$ cat config.mk
export PLATFORM = sky130hd
export DESIGN_NAME = ps2_key_decoder
export DESIGN_NICKNAME = d
export VERILOG_FILES = /design/src/rtl/ps2_pkg.sv /design/src/rtl/ps2_frame_rx.sv /design/src/rtl/ps2_key_decoder.sv
export SDC_FILE = /design/constraint.sdc
export NUM_CORES = 1
export LEC_CHECK = 0
export CORE_ASPECT_RATIO = 1.75
export CORE_MARGIN = 2
export CORE_UTILIZATION = 55
export DETAILED_ROUTE_END_ITERATION = 12
export PLACE_DENSITY = 0.81
export SLEW_MARGIN = 10
export SYNTH_ARGS = -nofsm -noshare
export SYNTH_HDL_FRONTEND = slang
export SYNTH_SLANG_ARGS = --single-unit
$ cat constraint.sdc
create_clock -name Clk -period 5.1 [get_ports Clk]
set_clock_uncertainty 0.15 [all_clocks]
set_input_delay 0.765 -clock Clk [delete_from_list [all_inputs] [get_ports Clk]]
set_output_delay 0.765 -clock Clk [all_outputs]
set_load 0.03 [all_outputs]
$ cat src/rtl/ps2_pkg.sv
// Shared scan codes, FSM state encodings and the held-key flag bundle for the PS/2 decoder.
package ps2_pkg;

  localparam logic [7:0] SC_W     = 8'h1D;
  localparam logic [7:0] SC_A     = 8'h1C;
  localparam logic [7:0] SC_D     = 8'h23;
  localparam logic [7:0] SC_UP    = 8'h75;
  localparam logic [7:0] SC_LEFT  = 8'h6B;
  localparam logic [7:0] SC_RIGHT = 8'h74;
  localparam logic [7:0] SC_E0    = 8'hE0;
  localparam logic [7:0] SC_F0    = 8'hF0;
  localparam logic [7:0] SC_AA    = 8'hAA;
  localparam logic [7:0] SC_FA    = 8'hFA;

  typedef enum logic [1:0] {SCAN_BASE, SCAN_EXT, SCAN_BRK, SCAN_EXT_BRK} scan_state_t;
  typedef enum logic [1:0] {RX_IDLE, RX_SHIFT, RX_CHECK} rx_state_t;

  typedef struct packed {
    logic w;
    logic a;
    logic d;
    logic up;
    logic left;
    logic right;
  } keys_t;

endpackage

$ cat src/rtl/ps2_frame_rx.sv
// Synchronizes the PS/2 pins and assembles 11-bit frames into bytes.
// byte_valid/frame_err are single-cycle combinational pulses from the CHECK/timeout decisions.
module ps2_frame_rx
  import ps2_pkg::*;
#(
  parameter logic [15:0] TIMEOUT_CYC = 16'd50000,
  parameter int          SYNC_STAGES = 2
) (
  input  logic       clk,
  input  logic       reset_n,
  input  logic       ps2_clk,
  input  logic       ps2_data,
  output logic       byte_valid,
  output logic [7:0] byte_out,
  output logic       frame_err
);

  logic [SYNC_STAGES-1:0] clk_sync;
  logic [SYNC_STAGES-1:0] data_sync;
  logic                   clk_prev;
  logic                   fall;
  logic                   bit_in;
  rx_state_t              state, state_nxt;
  logic [9:0]             shreg;
  logic [3:0]             bit_cnt;
  logic [15:0]            tmo_cnt;
  logic                   good;

  assign fall     = clk_prev & ~clk_sync[SYNC_STAGES-1];
  assign bit_in   = data_sync[SYNC_STAGES-1];
  // shreg holds {stop, parity, data[7:0]} once all ten post-start bits are in
  assign good     = (^shreg[8:0]) & shreg[9];
  assign byte_out = shreg[7:0];

  always_ff @(posedge clk) begin
    if (!reset_n) begin
      clk_sync  <= '1;
      data_sync <= '1;
      clk_prev  <= 1'b1;
    end else begin
      clk_sync  <= {clk_sync[SYNC_STAGES-2:0], ps2_clk};
      data_sync <= {data_sync[SYNC_STAGES-2:0], ps2_data};
      clk_prev  <= clk_sync[SYNC_STAGES-1];
    end
  end

  always_ff @(posedge clk) begin
    if (!reset_n) state <= RX_IDLE;
    else          state <= state_nxt;
  end

  always_ff @(posedge clk) begin
    if (!reset_n) begin
      shreg   <= '0;
      bit_cnt <= '0;
      tmo_cnt <= '0;
    end else begin
      if (state == RX_SHIFT && !fall) tmo_cnt <= tmo_cnt + 16'd1;
      else                            tmo_cnt <= '0;
      if (state == RX_IDLE) begin
        bit_cnt <= '0;
      end else if (state == RX_SHIFT && fall) begin
        shreg   <= {bit_in, shreg[9:1]};
        bit_cnt <= bit_cnt + 4'd1;
      end
    end
  end

  always_comb begin
    state_nxt  = state;
    byte_valid = 1'b0;
    frame_err  = 1'b0;
    case (state)
      RX_IDLE: begin
        if (fall && !bit_in) state_nxt = RX_SHIFT;
      end
      RX_SHIFT: begin
        if (fall) begin
          if (bit_cnt == 4'd9) state_nxt = RX_CHECK;
        end else if (tmo_cnt == TIMEOUT_CYC - 16'd1) begin
          frame_err = 1'b1;
          state_nxt = RX_IDLE;
        end
      end
      RX_CHECK: begin
        byte_valid = good;
        frame_err  = ~good;
        state_nxt  = RX_IDLE;
      end
      default: state_nxt = RX_IDLE;
    endcase
  end

endmodule

$ cat src/rtl/ps2_key_decoder.sv
// Turns PS/2 set-2 bytes into held-key flags for both players; all outputs registered,
// so code_valid lands two cycles after the stop-bit edge is detected.
module ps2_key_decoder
  import ps2_pkg::*;
#(
  parameter logic [15:0] TIMEOUT_CYC = 16'd50000,
  parameter int          SYNC_STAGES = 2
) (
  input  logic       Clk,
  input  logic       Reset_n,
  input  logic       ps2_clk,
  input  logic       ps2_data,
  output logic       w_key,
  output logic       a_key,
  output logic       d_key,
  output logic       up_key,
  output logic       left_key,
  output logic       right_key,
  output logic       code_valid,
  output logic [7:0] code_byte,
  output logic       frame_err
);

  logic        rx_valid;
  logic [7:0]  rx_byte;
  logic        rx_err;
  scan_state_t scan_q, scan_d;
  keys_t       keys_q, keys_d;

  ps2_frame_rx #(
    .TIMEOUT_CYC (TIMEOUT_CYC),
    .SYNC_STAGES (SYNC_STAGES)
  ) u_rx (
    .clk        (Clk),
    .reset_n    (Reset_n),
    .ps2_clk    (ps2_clk),
    .ps2_data   (ps2_data),
    .byte_valid (rx_valid),
    .byte_out   (rx_byte),
    .frame_err  (rx_err)
  );

  always_ff @(posedge Clk) begin
    if (!Reset_n) begin
      scan_q <= SCAN_BASE;
      keys_q <= '0;
    end else begin
      scan_q <= scan_d;
      keys_q <= keys_d;
    end
  end

  always_ff @(posedge Clk) begin
    if (!Reset_n) begin
      code_valid <= 1'b0;
      code_byte  <= '0;
      frame_err  <= 1'b0;
    end else begin
      code_valid <= rx_valid;
      frame_err  <= rx_err;
      if (rx_valid) code_byte <= rx_byte;
    end
  end

  always_comb begin
    scan_d = scan_q;
    keys_d = keys_q;
    if (rx_err) begin
      scan_d = SCAN_BASE;
    end else if (rx_valid) begin
      if (rx_byte == SC_AA) begin
        keys_d = '0;
        scan_d = SCAN_BASE;
      end else if (rx_byte != SC_FA) begin
        // every byte other than a prefix returns to BASE
        scan_d = SCAN_BASE;
        case (scan_q)
          SCAN_BASE: begin
            case (rx_byte)
              SC_E0:   scan_d   = SCAN_EXT;
              SC_F0:   scan_d   = SCAN_BRK;
              SC_W:    keys_d.w = 1'b1;
              SC_A:    keys_d.a = 1'b1;
              SC_D:    keys_d.d = 1'b1;
              default: ;
            endcase
          end
          SCAN_EXT: begin
            case (rx_byte)
              SC_F0:    scan_d       = SCAN_EXT_BRK;
              SC_UP:    keys_d.up    = 1'b1;
              SC_LEFT:  keys_d.left  = 1'b1;
              SC_RIGHT: keys_d.right = 1'b1;
              default:  ;
            endcase
          end
          SCAN_BRK: begin
            case (rx_byte)
              SC_W:    keys_d.w = 1'b0;
              SC_A:    keys_d.a = 1'b0;
              SC_D:    keys_d.d = 1'b0;
              default: ;
            endcase
          end
          SCAN_EXT_BRK: begin
            case (rx_byte)
              SC_UP:    keys_d.up    = 1'b0;
              SC_LEFT:  keys_d.left  = 1'b0;
              SC_RIGHT: keys_d.right = 1'b0;
              default:  ;
            endcase
          end
          default: scan_d = SCAN_BASE;
        endcase
      end
    end
  end

  assign w_key     = keys_q.w;
  assign a_key     = keys_q.a;
  assign d_key     = keys_q.d;
  assign up_key    = keys_q.up;
  assign left_key  = keys_q.left;
  assign right_key = keys_q.right;

endmodule

==> out/results.txt <==
hold crit path type -> flip-flop to flip-flop
final instance count without filler cells -> 356
fmax -> 404 MHz
main combinational cell family by area after synthesis -> simple AND/OR/NAND/NOR gates
Crit-path slowest cell -> dfxtp_1
port buffer count -> 19
gp weighted congestion -> 0.774
Avg Inst Size Synth -> 9.12 sq um
# fillers -> 417
CP endpoint -> right_key
Initial Utilization -> 56.6%
Max Root-Sink Buffers -> 2
Rows -> 33
Reg clk slew, reported paths -> 0.11 ns
crit path time final -> 2.48 ns
die area -> 0.00535 sq mm
critical-path cell list -> inv_1 -> ha_1 -> xnor3_2 -> xnor2_4 -> o311ai_2 -> o211ai_1 -> o31ai_1
GR Util All Layers -> 20.4%
fraction of layout cells with a size suffix above 1 -> 5.92%
total grt overflow -> 0
post-CTS resize count -> 0
later-pin clock latency in the skew report -> 0.32 ns
vias per cell -> 5.69
CP endpoint kind -> flip-flop
Die X -> 56.2 microns
setup bufs post-CTS -> 0
core area -> 0.00462 sq mm
Synth Area in Adders -> 10.0%
final core occ -> 63.4%
WHS -> 0.269 ns
DR DRC count -> 0
CP required -> 5.13 ns
drt total wl -> 4940 microns
detailed-route via count -> 2027
number of synthesized flops with an enable pin -> 0
largest net degree at the start of global routing -> 21
vias in the first global route -> 2010
Yosys warning count -> 0
Final #Nets -> 328
commonest non-fill, non-tap cell in the layout -> dfxtp_1
total power -> 711 uW
Critical Setup Path Class -> flip-flop to flip-flop
CTS Hold Buffers Added -> 0
Mapped Cells -> 287
final setup vio count -> 0
flop2flop setup slack -> 2.62 ns
Reg2Reg Depth -> 7
R2R Path Start -> u_rx.shreg[2]
CP startpoint -> u_rx.shreg[2]
pins over their slew limit -> 0
synthesized area -> 0.00262 sq mm
drt wl/cell -> 13.9 microns
post-synthesis cell type count -> 44
crit start category -> flip-flop
area of the multi-input gates -> 0.00141 sq mm
ant diodes -> 0
H-tree depth -> 2
die height -> 95.3 microns
Pwr per Cell Area -> 242 mW/mm^2
Layout area overhead -> 12.0%
Worst Tran Pin Value -> 0.841 ns
Storage cell area -> 0.00110 sq mm
First-pass DRT Iterations -> 4
global-route wire length before repair -> 8540 microns
dpl hpwl -> 3850 microns
crit path DAT -> 2.51 ns
TritonCTS Sinks -> 55
total CTS buffers -> 5
setup tns final -> 0 ns
Worst VDD drop -> 0.000182 V
CTS tree -> yes
DRT antenna net count -> 0
initial antenna violation count -> 0
drt initial violations -> 36
part of the cycle the worst path needs -> 48.6%
status -> finished clean
most frequent cells in the layout -> dfxtp_1 (55), nand2_1 (31), nor2_1 (27)
max incr delay on CP -> 0.45 ns
post-synthesis xor/xnor area fraction -> 7.64%
final hold violation count -> 0
Slew HR -> 43.8%
mux share of post-synthesis cell area -> 0.382%
prevailing post-synth register cell -> dfxtp_1
Crit Path Max Fanout -> 12
Root Buffer -> clkbuf_8
post-synthesis simple-gate area fraction -> 21.9%
post-synthesis sequential area ratio -> 42.0%
num ports -> 20
Synth Register Bits -> 55
leakage -> 0.00101 uW
Critical R2R Capture -> right_key
max-cap violations -> 0
compound-cell area share of the yosys netlist -> 13.8%
RSZ-0062 raised after global routing -> false
Synth Net Count -> 312
Post-synth ARST share -> 0%
placed cells -> 348
[state kept, by name, summed over array words and instances, names as in the netlist]
name            cells
a_key               1
u_rx.state          2
d_key               1
right_key           1
code_byte           8
u_rx.clk_sync       2
u_rx.clk_prev       1
code_valid          1
up_key              1
frame_err           1
w_key               1
scan_q              2
u_rx.tmo_cnt       16
u_rx.shreg         10
u_rx.bit_cnt        4
left_key            1
u_rx.data_sync      2
[area by class of cell]
cell class / instances / area share, %
timing repair buffer: 20 / 6.74
clock buffer: 6 / 2.81
clock inverter: 2 / 0.682
multi-input combinational: 205 / 48.0
sequential: 55 / 37.5
inverter: 16 / 2.05
tap: 52 / 2.22
[synth_stat cells, types with 3 or more instances]
cell type	instances	share of area, %
and4_1	4	1.3
and3_1	6	1.4
o21a_1	4	1.1
ha_1	21	10
xnor2_1	6	2.0
o31ai_1	13	3.7
buf_1	3	0.43
inv_1	16	2.3
o21ai_0	4	0.76
nand2_1	31	4.4
clkbuf_1	6	0.86
nand2b_1	8	1.9
nand3_1	14	2.7
nor2_1	27	3.9
o211ai_1	5	1.4
xor2_1	11	3.7
nand4_1	9	2.1
a21oi_1	14	2.7
dfxtp_1	55	42
[worst max-delay path, delay by kind of cell, from the launching register on]
kind	cells	cell delay, ns
flops	1	0.45
compound gates	3	0.67
buf+inv	1	0.11
xor+xnor	2	0.64
fa+ha+maj	1	0.32
[report_power, final]
group	total [uW]	switching [uW]	internal, uW
combinational	12.9	8.34	4.57
sequential	432	0.757	431
clock	266	151	115
total	711	160	550
[cell families after synthesis]
kind of cell,Yosys count
compound gates,51
buf+inv,27
fa+ha+maj,21
mux,1
flops,55
xor+xnor,19
simple gates,113
[worst min-delay path by stage]
stage,startpoint,endpoint,slack [ns],cells past startpoint
after floorplan,u_rx.clk_sync[0],u_rx.clk_sync[1],0.24,1
after global placement,u_rx.data_sync[0],u_rx.data_sync[1],0.25,1
after detailed placement,u_rx.data_sync[0],u_rx.data_sync[1],0.24,1
after CTS,u_rx.data_sync[0],u_rx.data_sync[1],0.27,1
after global routing,u_rx.clk_sync[0],u_rx.clk_sync[1],0.31,1
final,u_rx.data_sync[0],u_rx.data_sync[1],0.27,1
[per-layer routing]
metal  vias to the layer above  track usage [%]  part of all wire (%)
li1                       1021                -                     -
met1                       962             19.4                    36
met2                        30             39.8                    58
met3                        14             3.39                   1.8
met4                         0             12.3                   3.5
met5                         -                0                     0
[metrics by stage]
stage / worst slack, ns / cell area (sq um)
after floorplan: 2.92 / 2620
after global routing: 2.41 / 2930
after global placement: 2.47 / 2830
after CTS: 2.58 / 2930
after detailed placement: 2.39 / 2830
final: 2.62 / 2930
Note: power is estimated with default switching activity, not from simulation.
